## config.mk

```make
export PLATFORM = sky130hd
export DESIGN_NAME = ffd_piso_tx
export DESIGN_NICKNAME = d
export VERILOG_FILES = /design/src/rtl/ffd_piso_tx.sv
export SDC_FILE = /design/constraint.sdc
export NUM_CORES = 1
export LEC_CHECK = 0
export CORE_AREA = 2 2 39 41
export DETAILED_ROUTE_END_ITERATION = 16
export DIE_AREA = 0 0 41 43
export PLACE_DENSITY = 0.64
export SETUP_SLACK_MARGIN = 0.02
export SLEW_MARGIN = 20
export SYNTH_ARGS = -nofsm -noshare
export SYNTH_HDL_FRONTEND = slang
export SYNTH_SLANG_ARGS = --single-unit
```

## constraint.sdc

```tcl
create_clock -name clk -period 2.1 [get_ports clk]
set_clock_uncertainty 0.15 [all_clocks]
set_input_delay 0.315 -clock clk [delete_from_list [all_inputs] [get_ports clk]]
set_output_delay 0.315 -clock clk [all_outputs]
set_load 0.03 [all_outputs]
```

## src/rtl/ffd_piso_tx.sv

```systemverilog
`default_nettype none
// ============================================================================
// Module   : ffd_piso_tx
// Purpose  : Enable-gated PISO transmitter, valid/ready load, MSB-first, done pulse
// Revision : 1.0
// ============================================================================
module ffd_piso_tx #(
    parameter int WIDTH = 4
) (
    input  logic             clk,
    input  logic             reset,
    input  logic             en,
    input  logic [WIDTH-1:0] D,
    input  logic             load_valid,
    output logic             load_ready,
    output logic             sout,
    output logic             sout_valid,
    output logic             busy,
    output logic             done
);

    localparam int CW = (WIDTH > 1) ? $clog2(WIDTH) : 1;
    localparam logic [CW-1:0] C_LAST = CW'(WIDTH - 1);

    typedef enum logic [1:0] {
        S_IDLE    = 2'b00,
        S_SHIFT   = 2'b01,
        S_DONE    = 2'b10,
        S_ILLEGAL = 2'b11
    } state_t;

    state_t           r_state;
    state_t           w_state_nxt;
    logic [WIDTH-1:0] r_shreg;
    logic [WIDTH-1:0] w_shreg_nxt;
    logic [CW-1:0]    r_cnt;
    logic [CW-1:0]    w_cnt_nxt;

    always_ff @(posedge clk or posedge reset) begin
        if (reset) begin
            r_state <= S_IDLE;
            r_shreg <= '0;
            r_cnt   <= '0;
        end else if (en) begin
            r_state <= w_state_nxt;
            r_shreg <= w_shreg_nxt;
            r_cnt   <= w_cnt_nxt;
        end
    end

    always_comb begin
        w_state_nxt = r_state;
        w_shreg_nxt = r_shreg;
        w_cnt_nxt   = r_cnt;
        case (r_state)
            S_IDLE: begin
                if (load_valid) begin
                    w_shreg_nxt = D;
                    w_cnt_nxt   = '0;
                    w_state_nxt = S_SHIFT;
                end
            end
            S_SHIFT: begin
                w_shreg_nxt = {r_shreg[WIDTH-2:0], 1'b0};
                if (r_cnt == C_LAST) begin
                    w_cnt_nxt   = '0;
                    w_state_nxt = S_DONE;
                end else begin
                    w_cnt_nxt = r_cnt + 1'b1;
                end
            end
            S_DONE: begin
                w_state_nxt = S_IDLE;
            end
            default: begin
                // Unreachable encoding: recover to a clean idle frame boundary
                w_state_nxt = S_IDLE;
                w_cnt_nxt   = '0;
            end
        endcase
    end

    assign load_ready = (r_state == S_IDLE);
    assign sout_valid = (r_state == S_SHIFT);
    assign busy       = (r_state != S_IDLE);
    assign done       = (r_state == S_DONE);
    assign sout       = (r_state == S_SHIFT) ? r_shreg[WIDTH-1] : 1'b0;

endmodule
`default_nettype wire

```

Yosys cells after proc, flatten, opt, wreduce, memory -nomap -nowiden
Index checks and enable logic that the tools add are counted.

Add/subtract/negate cells: 1. Mux-type cells: 9. Equality and inequality tests: 5. Reduce and logical (&&, ||, !) cells: 6. Bitwise logic cells: 1.

Operator list (count): AND reduction 3 bit (3); 2-to-1 mux 2 bit (4); case mux 4 bit (2 select lines) (1); case mux 2 bit (3 select lines) (1); equality test 2 bit (second input constant) (2); 2-to-1 mux 4 bit (1); case mux 2 bit (2 select lines) (1); nonzero test 2 bit (2); adder 2 x 1 -> 2 bit (second input constant) (1); equality test 2 x 1 -> 1 bit (second input constant) (1); logical NOT 2 bit (1); != test 2 x 1 -> 1 bit (second input constant) (1); != test 2 bit (second input constant) (1); 2-to-1 mux 1 bit (1); NOT 1 bit (1).

Word-level logic and storage cells: 25. Output and inout bits: 5. Input port bits: 8. Flip-flop bits (word level): 8.

Logic depth before layout (Yosys ltp)
Depth after elaboration: 3. Depth in mapped cells: 4. Gate-level depth less buffers: 4.

Worst setup path before layout
No wires, ideal clock.

Path kind: register to output. Start point: register r_state[0]. End point: output port busy. Cell stages (with the launch flop): 4. Path slack: 0.345 ns. Arrival time: 1.290 ns. Data required time: 1.635 ns. Buffers on the path: 1. Cells stage by stage: dfrtp_1 > buf_6 > nor2_1 > inv_1.

Longest elaborated chain between the ends: 1.

RTL lines: start, declared (line 32) `state_t r_state;`; start signal, assigned (line 45) `r_state <= w_state_nxt;`; nonzero test 2 bit (line 85) `assign busy = (r_state != S_IDLE);`; end, declared (line 18) `output logic busy,`.

Every way passes these cells.

Worst setup path after layout
Start point: register r_state[0]. End point: output port done.

Longest elaborated chain between the ends: 1.

RTL lines: equality test 2 bit (line 86) `assign done = (r_state == S_DONE);`; end, declared (line 19) `output logic done`.

Every way passes these cells.

==> results.sh <==
export IMPL_synthTopCellsByArea="dfrtp_1, mux2_4, mux2_1"
export IMPL_critical_path_class="flip-flop to output pin"
export IMPL_slew_headroom=0.7911
export IMPL_nets=67
export IMPL_fp_dieW_um=41
export IMPL_grt_usage=0.1228
export IMPL_initial_utilization=0.3246
export IMPL_maxSlewViolCount=0
export IMPL_io_buffers=12
export IMPL_cp_data_arrival_time_ns=1.52
export IMPL_drive_gt1_frac=0.1786
export IMPL_place_gp_congestion=0.7361
export IMPL_r2r_slack_ns=0.69
export IMPL_drc=0
export IMPL_irDropWorstVdd_v=0.0007056
export IMPL_yosys_warnings=0
export IMPL_synth_nets=50
export IMPL_rsz0062_at_grt="false"
export IMPL_vias_per_cell=4.681
export IMPL_cts_tree="built"
export IMPL_synth_xor_area_share=0
export IMPL_gr_total_overflow=0
export IMPL_routedWlPerCell_um=11.44
export IMPL_r2r_cells=3
export IMPL_area_growth_syn_to_layout_pct=35.65
export IMPL_hold_viol_final=0
export IMPL_rr_startpoint="r_state[0]$_DFFE_PP0P_"
export IMPL_antennaDiodeCount=0
export IMPL_leakage_uw=0.0002945
export IMPL_antenna_found_initial=0
export IMPL_post_cts_buffers=0
export IMPL_crit_fanout=6
export IMPL_floorplan_rows=14
export IMPL_finalCritPeriodShare=0.9474
export IMPL_grt_max_degree=9
export IMPL_yosysSeqAreaShare=0.4457
export IMPL_grt_pass1_wl_mm=1.393
export IMPL_fin_util=0.4403
export IMPL_die_y_um=43
export IMPL_antenna_left=0
export IMPL_drt_initial_drc_count=1
export IMPL_pin_count=13
export IMPL_cts_buffers=3
export IMPL_clock_sinks=8
export IMPL_reg2reg_to="r_shreg[1]$_DFFE_PP0P_"
export IMPL_cts_root_buf="clkbuf_4"
export IMPL_synth_compound_area_share=0.1086
export IMPL_power_density_nw_per_um2=1367
export IMPL_cpPeakStageDelay_ns=0.66
export IMPL_routed_via_count=337
export IMPL_critPathLaunchType="flip-flop"
export IMPL_synth_top_family_by_area="multiplexers"
export IMPL_hp_class="input pin to asynchronous set/reset pin"
export IMPL_first_pass_iters=2
export IMPL_slowest_stage="clkdlybuf4s50_1"
export IMPL_syn_area_um2=449.2
export IMPL_clk_transition_reported_paths_ns=0.05
export IMPL_synth_largest_area_cell="dfrtp_1"
export IMPL_yosysTopAreaCellShare=0.4457
export IMPL_synth_mux_area_frac=0.1755
export IMPL_die_area_um2=1763
export IMPL_coreArea_um2=1384
export IMPL_syn_area_per_cell_um2=10.96
export IMPL_fin_setup_tns_ns=0
export IMPL_place_hpwl_um=647.1
export IMPL_final_cell_mix="clkdlybuf4s50_1, dfrtp_1, inv_1, o21ai_0"
export IMPL_htree_num_levels=1
export IMPL_insertion_delay_ns=0.25
export IMPL_holdBufCountCts=0
export IMPL_final_setup_viol_count=0
export IMPL_cp_cell_sequence="and2b_1 -> clkdlybuf4s50_1"
export IMPL_ys_types=20
export IMPL_synth_adder_area_share=0.02786
export IMPL_cts_buffer_depth=2
export IMPL_period_minus_slack_ns=1.990
export IMPL_syn_inst=41
export IMPL_synthSimpleGateAreaFrac=0.1643
export IMPL_tightest_slew_ns=0.3124
export IMPL_critPathRequiredTime_ns=1.63
export IMPL_outcome="finished clean"
export IMPL_fmax_mhz=502.6
export IMPL_crit_start="r_state[0]$_DFFE_PP0P_"
export IMPL_postCtsResizedCells=3
export IMPL_end_kind="output pin"
export IMPL_cap_violations=0
export IMPL_grt_pass1_vias=322
export IMPL_wl_um=824
export IMPL_synth_seq_cells=8
-- synthesized netlist by cell type --
master,n
dfrtp_1,8
inv_1,5
o21ai_0,4
mux2_1,3
mux2_4,3
a32o_1,2
and2b_1,2
nor2_1,2
a32oi_1,1
and2_1,1
buf_2,1
buf_6,1
ha_1,1
nand2_1,1
nand2b_1,1
nand3_1,1
nand4_1,1
nor2_2,1
nor2_4,1
nor2b_1,1
-- worst max-delay path: cells and delay by family, from the launching register on --
kind                   cells  cell delay, ns
DFF                        1            0.41
buffers and inverters      1            0.66
and+or+nand+nor            1            0.20
-- worst max path at each step --
| stage | end | slack [ns] | cells past startpoint |
|---|---|---|---|
| after floorplan | busy | 0.34 | 3 |
| after global placement | sout | 0.15 | 3 |
| after detailed placement | sout | 0.12 | 3 |
| after CTS | busy | 0.08 | 3 |
| after global routing | done | 0.05 | 2 |
| final | done | 0.11 | 2 |
-- flip-flops by register name (all words and copies together) (netlist names) --
register and flops:
r_shreg 4, r_state 2, r_cnt 2
-- where the power goes --
group | internal, µW | switching [µW] | leakage (µW)
logic | 218 | 236 | 0.000179
registers | 219 | 46.7 | 0.000101
clock network | 65.1 | 48.1 | 0.0000138
-- final cells by class --
type	count	area, µm²
Fill cell	139	774.5
Multi-Input combinational cell	26	214.0
Sequential cell	8	200.2
Timing Repair Buffer	14	133.9
Clock buffer	3	22.52
Tap cell	16	20.02
Inverter	5	18.77
-- through the flow --
step                      cells  hold slack, ns  setup WS [ns]  area, µm²  total power, µW
after floorplan              41        -0.01934         0.3447      449.2            607.6
after global placement       69          0.3408         0.1521      588.1            741.8
after detailed placement     69          0.3400         0.1241      588.1            747.7
after CTS                    72          0.1685        0.08129      606.8            844.0
after global routing         72          0.1914        0.04701      609.3            897.5
final                        72          0.1637         0.1105      609.3            833.2
-- metal layers --
| layer | vias to the layer above | track usage | part of all wire |
|---|---|---|---|
| met4 | 0 | 0.02000 | 0 |
| met1 | 160 | 0.1467 | 0.43 |
| met2 | 8 | 0.1750 | 0.51 |
| met5 | - | 0 | 0 |
| li1 | 169 | - | - |
| met3 | 0 | 0.09424 | 0.064 |
-- cell families after synthesis --
family,Yosys count
AND/OR/NAND/NOR,12
flip-flops,8
AO/OA/AOI/OAI,7
buffers and inverters,7
multiplexers,6
adder cells (fa/ha/maj),1
Note: power is estimated with default switching activity, not from simulation.
